--- src/rtl/cpu_exec_ctrl_if.sv ---
// Debug/control bundle between board-level controls, the picoMIPS core and cpu_exec_ctrl.
interface cpu_exec_ctrl_if #(
  parameter int Psize = 6,
  parameter int n     = 8
);
  logic             run_req;
  logic             step_req;
  logic             halt_req;
  logic             bp_en;
  logic [Psize-1:0] bp_addr;
  logic [Psize-1:0] pc;
  logic [n-1:0]     result;
  logic             cpu_en;
  logic             halted;
  logic             bp_hit;
  logic [n-1:0]     out_latch;
  logic             out_valid;
  logic [15:0]      instr_count;

  modport slave (
    input  run_req, step_req, halt_req, bp_en, bp_addr, pc, result,
    output cpu_en, halted, bp_hit, out_latch, out_valid, instr_count
  );

  modport master (
    output run_req, step_req, halt_req, bp_en, bp_addr, pc, result,
    input  cpu_en, halted, bp_hit, out_latch, out_valid, instr_count
  );
endinterface

--- src/rtl/cpu_exec_ctrl.sv ---
// picoMIPS execution controller: gates the CPU clock enable through halted, run,
// single-step and breakpoint states, and captures results / counts instructions.
module cpu_exec_ctrl #(
  parameter int Psize = 6,
  parameter int n     = 8
) (
  input  logic           clk,
  input  logic           reset,
  cpu_exec_ctrl_if.slave bus
);

  localparam logic [1:0] IDLE = 2'd0;
  localparam logic [1:0] RUN  = 2'd1;
  localparam logic [1:0] STEP = 2'd2;
  localparam logic [1:0] BRK  = 2'd3;

  logic [1:0]   state_q, state_d;
  logic         skip_q, skip_d;
  logic [n-1:0] out_latch_q;
  logic         out_valid_q;
  logic [15:0]  cnt_q;
  logic         bpm;
  logic         cpu_en;
  logic         resume;

  function automatic logic [15:0] sat_inc(input logic [15:0] v);
    return (v == 16'hFFFF) ? v : v + 16'd1;
  endfunction

  // skip masks the breakpoint on the first instruction after a resume
  assign bpm    = bus.bp_en & (bus.pc == bus.bp_addr) & ~skip_q;
  assign cpu_en = (state_q == STEP) | ((state_q == RUN) & ~bus.halt_req & ~bpm);
  assign resume = ((state_q == IDLE) | (state_q == BRK)) & (bus.step_req | bus.run_req);

  always_comb begin
    state_d = state_q;
    case (state_q)
      IDLE, BRK: begin
        if (bus.step_req)     state_d = STEP;
        else if (bus.run_req) state_d = RUN;
      end
      STEP: state_d = IDLE;
      RUN: begin
        if (bus.halt_req) state_d = IDLE;
        else if (bpm)     state_d = BRK;
      end
      default: state_d = IDLE;
    endcase
  end

  always_comb begin
    skip_d = skip_q;
    if (resume)      skip_d = 1'b1;
    else if (cpu_en) skip_d = 1'b0;
  end

  always_ff @(posedge clk or posedge reset) begin
    if (reset) begin
      state_q     <= IDLE;
      skip_q      <= 1'b1;
      out_latch_q <= '0;
      out_valid_q <= 1'b0;
      cnt_q       <= 16'd0;
    end else begin
      state_q     <= state_d;
      skip_q      <= skip_d;
      out_valid_q <= cpu_en;
      if (cpu_en) begin
        out_latch_q <= bus.result;
        cnt_q       <= sat_inc(cnt_q);
      end
    end
  end

  assign bus.cpu_en      = cpu_en;
  assign bus.halted      = (state_q == IDLE) | (state_q == BRK);
  assign bus.bp_hit      = (state_q == BRK);
  assign bus.out_latch   = out_latch_q;
  assign bus.out_valid   = out_valid_q;
  assign bus.instr_count = cnt_q;

endmodule
--- src/flat_wrapper.sv ---
// flat-port wrapper written by rule: the top's interface ports become plain ports
module cpu_exec_ctrl_flat 
#(
  parameter int Psize = 6,
  parameter int n     = 8
)
  (clk, reset, bus_run_req, bus_step_req, bus_halt_req, bus_bp_en, bus_bp_addr, bus_pc, bus_result, bus_cpu_en, bus_halted, bus_bp_hit, bus_out_latch, bus_out_valid, bus_instr_count);
  cpu_exec_ctrl_if #(.Psize(Psize), .n(n)) bus_i ();
  input  logic clk;
  input  logic reset;
  input wire logic [$bits(bus_i.run_req)-1:0] bus_run_req;
  input wire logic [$bits(bus_i.step_req)-1:0] bus_step_req;
  input wire logic [$bits(bus_i.halt_req)-1:0] bus_halt_req;
  input wire logic [$bits(bus_i.bp_en)-1:0] bus_bp_en;
  input wire logic [$bits(bus_i.bp_addr)-1:0] bus_bp_addr;
  input wire logic [$bits(bus_i.pc)-1:0] bus_pc;
  input wire logic [$bits(bus_i.result)-1:0] bus_result;
  output wire logic [$bits(bus_i.cpu_en)-1:0] bus_cpu_en;
  output wire logic [$bits(bus_i.halted)-1:0] bus_halted;
  output wire logic [$bits(bus_i.bp_hit)-1:0] bus_bp_hit;
  output wire logic [$bits(bus_i.out_latch)-1:0] bus_out_latch;
  output wire logic [$bits(bus_i.out_valid)-1:0] bus_out_valid;
  output wire logic [$bits(bus_i.instr_count)-1:0] bus_instr_count;
  assign bus_i.run_req = bus_run_req;
  assign bus_i.step_req = bus_step_req;
  assign bus_i.halt_req = bus_halt_req;
  assign bus_i.bp_en = bus_bp_en;
  assign bus_i.bp_addr = bus_bp_addr;
  assign bus_i.pc = bus_pc;
  assign bus_i.result = bus_result;
  assign bus_cpu_en = bus_i.cpu_en;
  assign bus_halted = bus_i.halted;
  assign bus_bp_hit = bus_i.bp_hit;
  assign bus_out_latch = bus_i.out_latch;
  assign bus_out_valid = bus_i.out_valid;
  assign bus_instr_count = bus_i.instr_count;
  cpu_exec_ctrl #(.Psize(Psize), .n(n)) u_core (.clk(clk), .reset(reset), .bus(bus_i));
endmodule
--- config.mk ---
export PLATFORM = sky130hd
export DESIGN_NAME = cpu_exec_ctrl_flat
export DESIGN_NICKNAME = d
export VERILOG_FILES = /design/src/rtl/cpu_exec_ctrl_if.sv /design/src/rtl/cpu_exec_ctrl.sv /design/src/flat_wrapper.sv
export SDC_FILE = /design/constraint.sdc
export NUM_CORES = 1
export LEC_CHECK = 0
export BUFFER_PORTS_ARGS = -buffer_cell sky130_fd_sc_hd__buf_2
export CAP_MARGIN = 20
export CELL_PAD_IN_SITES_DETAIL_PLACEMENT = 0
export CELL_PAD_IN_SITES_GLOBAL_PLACEMENT = 1
export CORE_ASPECT_RATIO = 0.6
export CORE_MARGIN = 2
export CORE_UTILIZATION = 41
export CTS_BUF_LIST = sky130_fd_sc_hd__clkbuf_8
export CTS_CLUSTER_SIZE = 14
export DETAILED_ROUTE_END_ITERATION = 10
export PLACE_DENSITY = 0.92
export SLEW_MARGIN = 20
export SYNTH_ARGS = -nofsm -noshare
export SYNTH_HDL_FRONTEND = slang
export SYNTH_SLANG_ARGS = --single-unit
export TNS_END_PERCENT = 100
--- constraint.sdc ---
create_clock -name clk -period 5.75 [get_ports clk]
set_clock_uncertainty 0.1 [all_clocks]
set_input_delay 1.15 -clock clk [delete_from_list [all_inputs] [get_ports clk]]
set_output_delay 1.15 -clock clk [all_outputs]
set_load 0.05 [all_outputs]
======== After elaboration in Yosys (flattened, before gate mapping) ========
Index checks and enable logic that the tools add are counted.
storage, ports and cells
  register bits ........................... 28
  bits in latches ......................... 0
  RAM bits ................................ 0
  memory bits (read-only) ................. 0
  input bits .............................. 26
  output and inout port bits .............. 28
  word-level logic and storage cells ...... 37
  memories kept ........................... 0
cells by class
  add/sub/neg operators ................... 1
  multipliers ............................. 0
  div/mod/pow operators ................... 0
  $lt $le $gt $ge ......................... 0
  equal/unequal tests ..................... 7
  shift operators ......................... 0
  multiplexer cells ....................... 7
  bitwise gates (word level) .............. 12
  reduce and logical (&&, ||, !) cells .... 5
operator list
  kind                                                              count
  16-bit by 1-bit adder with 16-bit output (second input constant)  1
  16-bit == test (second input constant)                            1
  2-bit 2-to-1 mux                                                  4
  6-bit == test                                                     1
  2-bit case mux with 3 select lines                                1
  1-bit AND                                                         5
  2-bit == test (second input constant)                             2
  1-bit inverter                                                    4
  2-bit AND reduction                                               2
  3-bit by 2-bit != test with 1-bit output (second input constant)  1
  3-bit != test (second input constant)                             1
  1-bit OR                                                          3
  2-bit by 1-bit == test with 1-bit output (second input constant)  1
  2-bit logical NOT                                                 1
  1-bit 2-to-1 mux                                                  2
  2-bit nonzero test                                                1
  2-bit OR reduction                                                1

======== Longest topological paths before layout ========
  depth after elaboration ................. 8
  gate-level depth with buffers ........... 8
  gate-level depth less buffers ........... 7

======== Least setup slack after synthesis ========
Ideal clock, no wire load.
  path kind ............................... input to output
  from .................................... input bus_bp_en
  to ...................................... output bus_cpu_en
  arrival ................................. 2435 ps
  data required time ...................... 4500 ps
  setup slack ............................. 2065 ps
  stages on the path ...................... 5
  path buffers ............................ 1
  path through ............................ or3b_1 -> nand4bb_4 -> o41ai_4 -> buf_6 -> inv_1
between the ends
  cells in the longest elaborated chain, start to end .. 5
RTL lines
  item                    RTL line             text
  from (decl)             flat_wrapper.sv:14   input wire logic [$bits(bus_i.bp_en)-1:0] bus_bp_en;
  1-bit AND (2 in a row)  cpu_exec_ctrl.sv:31  assign bpm = bus.bp_en & (bus.pc == bus.bp_addr) & ~skip_q;
  1-bit inverter          cpu_exec_ctrl.sv:32  assign cpu_en = (state_q == STEP) | ((state_q == RUN) & ~bus.halt_req & ~bpm);
  1-bit AND               cpu_exec_ctrl.sv:32
  1-bit OR                cpu_exec_ctrl.sv:32
  to (decl)               flat_wrapper.sv:18   output wire logic [$bits(bus_i.cpu_en)-1:0] bus_cpu_en;
No other way between the ends.

======== Final worst setup path ========
Same ends and word-level chain as after synthesis.

==> impl_metrics.tcl <==
set metrics [dict create \
    outcome "completed" \
    coreArea_um2 3300 \
    fmax_ghz 0.256 \
    insertion_delay_ns 0.27 \
    hold_end "u_core.skip_q$_DFFE_PP1P_" \
    grt_overflow 0 \
    htree_levels 1 \
    crit_fanout 25 \
    post_cts_buffers 0 \
    cp_data_arrival_time_ns 2.65 \
    grt_max_degree 29 \
    root_buffer "clkbuf_8" \
    grt_antenna_before_repair 0 \
    netlist_area_um2 1430 \
    min-delay-start "u_core.skip_q$_DFFE_PP1P_" \
    n_antenna_cell 0 \
    grt_pass1_wl_mm 5.20 \
    timing.rr.end "u_core.bus.instr_count[1]$_DFFE_PP0P_" \
    synth_edf_count 0 \
    hold_viol_final 0 \
    drive_gt1_frac 0.425 \
    start_util 0.434 \
    synth_ff_type "dfrtp_1" \
    syn-num-nets 153 \
    end_kind "primary output" \
    cp.required_ns 4.50 \
    synthSimpleGateAreaFrac 0.187 \
    worstSetupStartpointType "input pin" \
    rows 16 \
    critical_path_class "in2out" \
    post-route-period-util 0.678 \
    clk_pin_slew_ns 0.10 \
    netlist_instances 123 \
    portBuffers 53 \
    cts_resized 0 \
    dpl.hpwl_mm 2.21 \
    drt-vias-per-instance 4.94 \
    grt.total_usage 0.166 \
    die-height_um 49.8 \
    nNetsFinal 210 \
    hp-class "reg2reg" \
    cts_tree "built" \
    grt_pass1_vias 1164 \
    reg2reg_slack_ns 3.36 \
    synth_xor_area_frac 0.116 \
    area_delta_synth_final_pct 26.6 \
    tightest_slew_ns 0.564 \
    yosys.area.top_type "dfrtp_1" \
    min_delay_path_depth 2 \
    setup_tns_ns 0 \
    cts_buffer_depth 2 \
    max_slew_margin 0.623 \
    cts_buffers 3 \
    place_congestion 0.847 \
    synthAdderAreaFrac 0.0349 \
    post-route-min-period_ns 3.90 \
    power.density_nw_per_um2 542 \
    crit_start "bus_bp_en" \
    ys_seq_area_frac 0.490 \
    synth_compound_area_frac 0.0498 \
    power_leakage_nw 0.923 \
    synth_top_family_by_area "simple AND/OR/NAND/NOR gates" \
    io_pins 54 \
    regToRegStartpoint "u_core.state_q[0]$_DFFE_PP0P_" \
    avgSynthCellArea_um2 11.6 \
    vdd_drop_max_mv 0.293 \
    post-route-util 0.549 \
    yosysTopAreaCellShare 0.472 \
    synthDistinctLibCells 31 \
    synth_area_leaders "dfrtp_1 47%, xor2_1 9.8%, mux2_2 8.6%" \
    async_flop_share 1.00 \
    rsz0062_at_grt "false" \
    ys_ff_latch 28 \
    drv_slew 0 \
    antenna_left 0 \
    maxCapViolCount 0 \
    synthMuxAreaShare 0.0934 \
    remaining_drc_errors 0 \
    die_x_um 80.3 \
    ff2ff_path_depth 8 \
    drt_first_pass_iters 5 \
    first_iter_violations 50 \
    wirelength_mm 2.92 \
    vias 1107 \
    dieArea_um2 4000 \
    ys_warn_count 0 \
    routedWlPerCell_um 13.0 \
    setup_viol 0 \
    clock_sinks 28 \
    cts_hold_buf 0 \
]
area by class of cell:
class                   instances  area [µm²]
clock buffers                   3        41.3
clock inverters                 1        30.0
fillers                       279        1490
inverters                       6        22.5
multi-input cells              87         689
flip-flops and latches         28         702
well taps                      45        56.3
repair buffers                 54         273
synth_stat cells (2+ instances only):
master / count
a21oi_1: 2
dfrtp_1: 27
ha_1: 4
inv_1: 6
mux2_2: 11
nand2_1: 7
nand2b_1: 3
nand3_1: 5
nand4_1: 4
nor2_1: 6
nor3_1: 8
nor3b_1: 2
nor4_1: 2
nor4b_1: 2
xnor2_1: 3
xor2_1: 16
metal layers:
metal  global-route usage  wire length, µm
met5                    0                0
met4               0.0480               36
met3               0.0293              167
met2                0.289             1390
met1                0.213             1330
stage by stage:
stage | power [mW] | std cells | setup WS [ns] | area, µm² | hold slack (ns)
floorplan | 0.737 | 123 | 2.06 | 1430 | 0.340
global placement | 0.827 | 220 | 1.90 | 1740 | 0.353
detailed placement | 0.840 | 220 | 1.85 | 1740 | 0.356
CTS | 0.994 | 224 | 1.85 | 1810 | 0.370
global route | 1.05 | 224 | 1.77 | 1810 | 0.389
finish | 0.984 | 224 | 1.85 | 1810 | 0.369
kinds of logic (layout without fill, tap and decap cells):
family / Yosys count / in the layout
simple gates: 44 / 44
xor+xnor: 19 / 19
compound gates: 8 / 8
mux: 12 / 12
buf+inv: 8 / 64
flops: 28 / 28
fa+ha+maj: 4 / 4
flip-flops by register name, indices dropped and copies added, names as in the netlist:
name                    flops
u_core.state_q              2
u_core.bus.instr_count     16
u_core.skip_q               1
u_core.bus.out_latch        8
u_core.bus.out_valid        1
where the power goes:
group,switching (mW),internal (mW)
registers,0.0479,0.263
clock network,0.0592,0.0931
logic,0.364,0.156
placed cells by master, fill, tap and decap left out, types with 2 or more instances in the layout:
cell type,synthesis,routed
nand4_1,4,4
dfrtp_1,27,27
nand2b_1,3,3
buf_2,0,53
nor2_1,6,6
nor3b_1,2,2
mux2_2,11,11
nand2_1,7,7
nand3_1,5,5
xnor2_1,3,3
inv_1,6,5
nor3_1,8,8
nor4_1,2,2
ha_1,4,4
xor2_1,16,16
nor4b_1,2,2
a21oi_1,2,2
clkbuf_8,0,3
worst max-delay path, stage by stage:
cell	delay, ns
buf_2	0.08
or3b_1	0.33
nand4bb_4	0.21
o41ai_4	0.22
buf_4	0.33
inv_1	0.09
buf_2	0.22
worst max path at each step:
stage / end / cells after the start
6_report: bus_cpu_en / 7
3_3_place_gp: bus_cpu_en / 7
3_5_place_dp: bus_cpu_en / 7
5_1_grt: bus_cpu_en / 7
4_1_cts: bus_cpu_en / 7
2_1_floorplan: bus_cpu_en / 5
Note: power is estimated with default switching activity, not from simulation.
